`src/rtl/tick_period_monitor_pkg.sv`:
```
// Shared types and constants for the tick period monitor: FSM encoding,
// counter widths, nominal tick-source figures and the tolerance window check.
package tick_period_monitor_pkg;

  // Width of the free-running half-period counter and of the error counter.
  localparam int CNT_W = 33;
  localparam int ERR_W = 16;
  // One extra bit so EXPECTED + TOLERANCE can never wrap in the window check.
  localparam int WIN_W = CNT_W + 1;

  // Nominal tick generator: 1 Hz square wave seen from a 100 MHz clk.
  localparam logic [31:0] TICK_HALF_NOM = 32'd50000000;
  localparam logic [31:0] TICK_TOL_NOM  = 32'd1000;
  localparam int          TICK_LOCK_NOM = 4;

  typedef enum logic [1:0] {
    ST_IDLE    = 2'd0,
    ST_MEASURE = 2'd1,
    ST_LOCKED  = 2'd2,
    ST_TIMEOUT = 2'd3
  } state_t;

  // True when hp lies inside [expected - tol, expected + tol]; the lower
  // bound is clamped at zero instead of wrapping when tol exceeds expected.
  function automatic logic in_window(input logic [CNT_W-1:0] hp,
                                     input logic [31:0]      expected,
                                     input logic [31:0]      tol);
    logic [WIN_W-1:0] val;
    logic [WIN_W-1:0] lo;
    logic [WIN_W-1:0] hi;
    val = {1'b0, hp};
    hi  = WIN_W'(expected) + WIN_W'(tol);
    lo  = (expected > tol) ? WIN_W'(expected - tol) : '0;
    return (val >= lo) && (val <= hi);
  endfunction

endpackage

```
`src/rtl/tick_edge_detect.sv`:
```
// Brings the asynchronous tick into the clk domain through two flops, keeps
// one history flop, and emits a registered one-cycle pulse on either edge.
module tick_edge_detect (
  input  logic clk,
  input  logic rst_n,
  input  logic tick,
  output logic edge_pulse
);

  logic sync_meta;
  logic sync_q;
  logic hist_q;

  // Synchronizer, history flop and registered edge pulse.
  // NOTE: sequential state uses non-blocking assignments so every flop samples
  // the pre-edge value of its source and the chain shifts exactly one stage.
  always_ff @(posedge clk) begin
    if (!rst_n) begin
      sync_meta  <= 1'b0;
      sync_q     <= 1'b0;
      hist_q     <= 1'b0;
      edge_pulse <= 1'b0;
    end else begin
      sync_meta  <= tick;
      sync_q     <= sync_meta;
      hist_q     <= sync_q;
      edge_pulse <= sync_q ^ hist_q;
    end
  end

endmodule

```
`src/rtl/tick_period_monitor.sv`:
```
// Measures the half-period of an external tick in clk cycles, flags each
// measurement against a tolerance window, declares lock after a run of good
// measurements, and reports a timeout when the tick stops toggling.
module tick_period_monitor
  import tick_period_monitor_pkg::*;
#(
  parameter logic [31:0] EXPECTED_HALF = TICK_HALF_NOM,
  parameter logic [31:0] TOLERANCE     = TICK_TOL_NOM,
  parameter int          LOCK_COUNT    = TICK_LOCK_NOM,
  parameter logic [31:0] TIMEOUT_HALF  = 2 * EXPECTED_HALF
) (
  input  logic             clk,
  input  logic             rst_n,
  input  logic             tick,
  output logic             edge_pulse,
  output logic [CNT_W-1:0] half_period,
  output logic             meas_valid,
  output logic             in_spec,
  output logic             locked,
  output logic             timeout,
  output logic [ERR_W-1:0] err_count
);

  localparam logic [CNT_W-1:0] CNT_MAX     = '1;
  localparam logic [CNT_W-1:0] TMO_LIMIT   = CNT_W'(TIMEOUT_HALF);
  localparam logic [31:0]      LOCK_TARGET = 32'(LOCK_COUNT);
  localparam logic [ERR_W-1:0] ERR_MAX     = '1;

  state_t           state_q;
  state_t           state_d;
  logic [31:0]      run_q;
  logic [31:0]      run_d;
  logic [CNT_W-1:0] cnt_q;
  logic             measuring;
  logic             capture;
  logic             meas_ok;
  logic             tmo_hit;

  tick_edge_detect u_edge (
    .clk        (clk),
    .rst_n      (rst_n),
    .tick       (tick),
    .edge_pulse (edge_pulse)
  );

  // An edge only yields a measurement once a previous edge has started the
  // count; the edge out of IDLE or TIMEOUT merely restarts it. An edge on the
  // same cycle as the timeout threshold is treated as a measurement.
  assign measuring = (state_q == ST_MEASURE) || (state_q == ST_LOCKED);
  assign capture   = edge_pulse && measuring;
  assign meas_ok   = in_window(cnt_q, EXPECTED_HALF, TOLERANCE);
  assign tmo_hit   = measuring && !edge_pulse && (cnt_q >= TMO_LIMIT);

  // Free-running cycle counter: reloads to 1 on each edge, saturates at max.
  always_ff @(posedge clk) begin
    if (!rst_n) begin
      cnt_q <= '0;
    end else if (edge_pulse) begin
      cnt_q <= CNT_W'(1);
    end else if (cnt_q != CNT_MAX) begin
      cnt_q <= cnt_q + CNT_W'(1);
    end
  end

  // State register together with the consecutive in-spec run counter.
  always_ff @(posedge clk) begin
    if (!rst_n) begin
      state_q <= ST_IDLE;
      run_q   <= '0;
    end else begin
      state_q <= state_d;
      run_q   <= run_d;
    end
  end

  // Next-state logic and run-counter update.
  // NOTE: every signal assigned here gets a default first, so no path leaves
  // it unassigned and synthesis cannot infer a latch.
  always_comb begin
    state_d = state_q;
    run_d   = run_q;
    unique case (state_q)
      ST_IDLE: begin
        if (edge_pulse) begin
          state_d = ST_MEASURE;
          run_d   = '0;
        end
      end
      ST_MEASURE: begin
        if (capture) begin
          if (!meas_ok) begin
            run_d = '0;
          end else if (run_q + 32'd1 >= LOCK_TARGET) begin
            state_d = ST_LOCKED;
            run_d   = '0;
          end else begin
            run_d = run_q + 32'd1;
          end
        end else if (tmo_hit) begin
          state_d = ST_TIMEOUT;
          run_d   = '0;
        end
      end
      ST_LOCKED: begin
        if (capture && !meas_ok) begin
          state_d = ST_MEASURE;
          run_d   = '0;
        end else if (tmo_hit) begin
          state_d = ST_TIMEOUT;
          run_d   = '0;
        end
      end
      ST_TIMEOUT: begin
        if (edge_pulse) begin
          state_d = ST_MEASURE;
          run_d   = '0;
        end
      end
      default: begin
        state_d = ST_IDLE;
        run_d   = '0;
      end
    endcase
  end

  // Status outputs decoded directly from the current state.
  always_comb begin
    locked  = 1'b0;
    timeout = 1'b0;
    locked  = (state_q == ST_LOCKED);
    timeout = (state_q == ST_TIMEOUT);
  end

  // Measurement capture, validity strobe, window flag and saturating errors.
  always_ff @(posedge clk) begin
    if (!rst_n) begin
      half_period <= '0;
      meas_valid  <= 1'b0;
      in_spec     <= 1'b0;
      err_count   <= '0;
    end else begin
      meas_valid <= capture;
      if (capture) begin
        half_period <= cnt_q;
        in_spec     <= meas_ok;
        if (!meas_ok && (err_count != ERR_MAX)) begin
          err_count <= err_count + ERR_W'(1);
        end
      end else if (tmo_hit) begin
        in_spec <= 1'b0;
      end
    end
  end

endmodule

```
`config.mk`:
```
export PLATFORM = sky130hd
export DESIGN_NAME = tick_period_monitor
export DESIGN_NICKNAME = d
export VERILOG_FILES = /design/src/rtl/tick_period_monitor_pkg.sv /design/src/rtl/tick_edge_detect.sv /design/src/rtl/tick_period_monitor.sv
export SDC_FILE = /design/constraint.sdc
export NUM_CORES = 1
export LEC_CHECK = 0
export BUFFER_PORTS_ARGS = -buffer_cell sky130_fd_sc_hd__buf_2
export CAP_MARGIN = 20
export CORE_UTILIZATION = 35
export CTS_CLUSTER_DIAMETER = 30
export CTS_CLUSTER_SIZE = 40
export DETAILED_ROUTE_END_ITERATION = 8
export GPL_ROUTABILITY_DRIVEN = 0
export GPL_TIMING_DRIVEN = 0
export PLACE_DENSITY = 0.56
export SYNTH_ARGS = -nofsm -noshare
export SYNTH_HDL_FRONTEND = slang
export SYNTH_SLANG_ARGS = --single-unit
```
`constraint.sdc`:
```
create_clock -name clk -period 3.4 [get_ports clk]
set_input_delay 0.34 -clock clk [delete_from_list [all_inputs] [get_ports clk]]
set_output_delay 0.34 -clock clk [all_outputs]
set_load 0.02 [all_outputs]
```
---- After elaboration in Yosys (flattened, before gate mapping) ----
Cells that the tools add are included.
Widths: inputs -> output; s select.
storage, ports and cells
  register bits after elaboration ......... 122
  latch bits .............................. 0
  memory bits (writable) .................. 0
  ROM bits ................................ 0
  bits of input ports ..................... 3
  output and inout bits ................... 54
  logic and storage cells ................. 63
  memories ................................ 0
cells by class
  $add $sub $neg .......................... 3
  $mul .................................... 0
  divide/modulo/power cells ............... 0
  $lt $le $gt $ge ......................... 4
  equality and inequality tests ........... 8
  shift operators ......................... 0
  mux-type cells .......................... 18
  bitwise gates (word level) .............. 2
  reductions and logical operators ........ 16
operator list
  kind                   number
  $mux 32                6
  $pmux 32 s3            1
  $add 33x1->33 const B  1
  $ge 33x26->1 const B   1
  $ge 33x27->1 const B   1
  $le 33x26->1 const B   1
  $ne 33x33->1 const B   1
  $add 32x1->32 const B  1
  $ge 32x3->1 const B    1
  $add 16x1->16 const B  1
  $ne 16x16->1 const B   1
  $mux 2                 6
  $logic_and 1x1->1      6
  $pmux 2 s3             1
  $eq 2x2->1 const B     2
  $mux 1                 4
  $reduce_bool 2->1      2
  $reduce_or 2->1        2
  $ne 3x2->1 const B     1
  $ne 3x3->1 const B     1
  $reduce_and 3->1       1
  $eq 2x1->1 const B     1
  $logic_not 1->1        2
  $logic_not 2->1        1
  5 further kinds        5

---- Depth between registers and ports, before layout ----
  word-level depth ........................ 7
  depth in mapped cells ................... 15
  mapped depth without buffers ............ 13

---- Cells and area by module ----
Synthesis repeated with hierarchy kept, for this count alone.
unflattened totals
  cells, all modules ...................... 681
  area, all modules ....................... 5610.4 um2
modules (own cells, without submodules)
  module               instances  cells each  area each (um2)  seq. area each (um2)
  tick_period_monitor  1          672         5495.3           2362.3
  tick_edge_detect     1          9           115.1            80.1

---- Worst setup path after synthesis ----
Ideal clock, no wire load.
  path kind ............................... reg-to-reg
  start ................................... register cnt_q[0]
  end ..................................... register cnt_q[30]
  setup time .............................. 128 ps
  arrival ................................. 2956 ps
  data required time ...................... 3272 ps
  slack ................................... 316 ps
  cell stages (with the launch flop) ...... 15
  buffers on the path ..................... 1
  clock period less this slack ............ 3084 ps
  cell sequence ........................... dfxtp_1 > ha_1 > and3_1 > nand4_1 > nor3_1 > ha_1 > clkbuf_1 > nor2b_1 > and3_1 > and3_1 > nand2_1 > or4_1 > nor4_1 > xnor2_1 > nor2_1
between the ends
  longest elaborated chain between the ends .. 1
  elaborated cells on any way between the ends .. 2
  classes of those cells .................. add/sub: 1; eq/ne: 1
RTL lines
  what                                                  line                                                  RTL
  start, declared                                       tick_period_monitor.sv:33                             logic [CNT_W-1:0] cnt_q;
  start signal, assigned                                tick_period_monitor.sv:61                             cnt_q <= cnt_q + CNT_W'(1);
  $add 33x1->33 / $ne 33x33->1 (equally long branches)  tick_period_monitor.sv:61, tick_period_monitor.sv:60
Parallel ways exist; a longest one is shown, timed or not.
A chain may end at the register's enable or synchronous reset.

---- Worst setup path after layout ----
Ends and elaborated chain as after synthesis.

==> results.ini <==
[global_routing]
grt_usage_pct=17.15
grt_pass1_vias=4579
antenna_found_initial=0
gr-total-overflow=0
grt_max_degree=17
grt_pass1_wl_microns=22250

[floorplan]
placementRows=45
start_util_pct=36.41
core_sq_mm=0.01543
dieArea_sq_mm=0.01656
die_w_microns=128.7
die_h_microns=128.7
pin_count=57

[logic_synthesis]
synth_top_flop_cell=dfxtp_1
avgSynthCellArea_sq_um=8.346
syn_inst=673
yosysTopAreaCellShare_pct=43.48
yosys_register_bits=122
ys_top_cells_by_area=dfxtp_1 (43%), nand2_1 (6.2%), and3_1 (5.0%)
yosysMostFrequentCell=dfxtp_1
ys_seq_area_share_pct=43.48
netlist_area_sq_mm=0.005617
synth_top_area_cell=dfxtp_1
yosys-top-cells-count=dfxtp_1 (122), nand2_1 (93), nor2_1 (71)
async_flop_share_pct=0
netlist-cell-type-count=54
synth_edf_count=0
yosysWarnings=0
synth_nets=684

[hold_path]
holdPathStages=2
hold_path_startpoint=tick
hold-path-endpoint=u_edge.sync_meta
hp-class=in -> reg

[clocking]
htree_levels=4
cts.clk_slew.worst_paths_ns=0.06
clock_sinks=122
clkLatencyLatePin_ns=0.42
clk_path_buf_depth=2
cts_buffers=17
cts_tree=yes
cts-root-buf=clkbuf_16

[place]
io_buffers=56
dp.final_hpwl_microns=9688
dpl_cell_area_sq_mm=0.006161
placedCellCount=940

[cells_and_area]
antenna_cells=0
seqCellArea_sq_mm=0.002442
fin_nets=758
fillers=1574
final_cell_count_no_fill=971
area_growth_pct=20.92
final_layout_size_suffix_gt1_share_pct=14.61
multiInputGateArea_sq_mm=0.002995
fin_area_sq_mm=0.006792

[worst_setup_path]
cp_data_arrival_time_ns=3.48
crit_type=reg -> reg
r2r_start=cnt_q[0]
cp-end-kind=register
rr_endpoint=cnt_q[30]
required_ns=3.69
reg2reg_slack_ns=0.21
ff2ff_path_depth=13
crit_path_start_kind=register
crit_fanout=9

[timing]
final_hold_viol_count=0
fin_tns_setup_ns=0
rsz0062_at_grt=no
worst_pin_slew_ns=0.5797
skew_ns=0.007328
drv_slew=0
finalCritPeriodShare_pct=93.75
fin_crit_ns=3.187
relSlewSlack_pct=61.03
fmax_mhz=313.7
finalSetupViolations=0

[power]
finalPower_mw=3.382
p_leak_nw=2.694
power.density_mw_per_mm2=497.9
clkPwrFrac_pct=55.2
p_int_mw=2.680
combPwrFrac_pct=2.2
p_seq_share_pct=42.7
p_sw_mw=0.7021
vdd_drop_max_uv=290.4
p_sw_share_pct=20.76

[route]
drtPass1Iterations=4
dr.first_iter.drc_count=299
drc=0
drt-total-wl_microns=13240
via_per_inst=5.031
routedWlPerCell_microns=13.63
num_vias=4885
antenna_left=0

[run]
max-cap-violations=0

[run_status]
status=complete, no violations

-- layout by cell type, fill, tap and decap left out, drive strengths merged, types with 4 or more instances in the layout --
cell,instances
clkbuf,51
xor2,27
nor3,15
nor4,10
buf,61
mux2i,6
o31ai,4
nand3,37
or4,5
bufinv,4
o21ai,8
and2,14
clkinv,5
nand4,26
and4,12
inv,16
nor2b,4
a21oi,46
nand2,93
and3,45
xnor2,27
dfxtp,122
nor2,72
ha,8
-- cell type report --
class,count,share of cell area [%]
plain buffers,36,2.119
clock buffers,20,6.430
clock inverters,12,2.542
inverters,15,0.8290
multi-input cells,499,44.10
flip-flops and latches,122,35.96
well taps,211,3.887
repair buffers,56,4.127
-- layer usage --
metal	track usage [%]	routed length, microns	vias up
li1	-	-	2502
met1	22.54	6563	2284
met2	26.42	5881	78
met3	4.283	547	21
met4	7.958	244	0
met5	0	0	-
-- logic make-up after synthesis --
logic type | after synthesis | share of synthesized area [%]
xor gates and xnor gates | 54 | 8.421
adders and majority gates | 8 | 1.782
AOI/OAI and AO/OA | 86 | 9.891
buffers and inverters | 52 | 3.631
DFF | 122 | 43.48
and+or+nand+nor | 343 | 31.32
muxes | 8 | 1.470
-- through the flow --
stage / hold WS (ns) / worst slack, ns / utilization [%]
global route: 0.1083 / 0.02272 / 44.02
CTS: 0.1029 / 0.004766 / 43.97
detailed placement: 0.4287 / -0.1631 / 39.94
global placement: 0.4174 / -0.1113 / 39.94
finish: 0.1249 / 0.2126 / 44.02
floorplan: 0.4119 / 0.3161 / -
-- worst max-delay path by stage --
stage / start / end / cells past startpoint
after detailed placement: cnt_q[0] / cnt_q[30] / 14
after global placement: cnt_q[0] / cnt_q[30] / 14
after floorplan: cnt_q[0] / cnt_q[30] / 14
after global routing: cnt_q[0] / cnt_q[30] / 13
after CTS: cnt_q[0] / cnt_q[30] / 14
final: cnt_q[0] / cnt_q[30] / 13
-- power groups by stage --
stage	logic [mW]	registers, mW	clock network, mW
6_report	0.0735	1.44	1.87
2_1_floorplan	0.0507	1.47	0
5_1_grt	0.0822	1.44	1.97
4_1_cts	0.0741	1.44	1.91
3_3_place_gp	0.0720	1.47	0
3_5_place_dp	0.0743	1.47	0
-- sequential cells by signal, indices dropped and copies added, names as in the netlist, 2 cells and up --
name	flops
err_count	16
half_period	33
state_q	2
run_q	32
cnt_q	33
-- worst max-delay path: stages (launching register included) --
cell and delay (ns):
dfxtp_1 0.35, ha_1 0.24, and3_1 0.20, nand4_1 0.14, nor3_1 0.07, ha_2 0.24
nor2b_2 0.14, and3_1 0.19, and3_1 0.28, nand2_2 0.17, or4_4 0.55, nor4_2 0.28
xnor2_1 0.15, nor2_1 0.05
-- timing repair --
item | in CTS | in global routing
gates resized for setup | 3 | 4
buffers inserted | 0 | 0
pin swaps | 0 | 1
hold buffers | 0 | 0
setup endpoints to repair | 2 | 10
No activity file was read; power rests on OpenSTA's default activity.
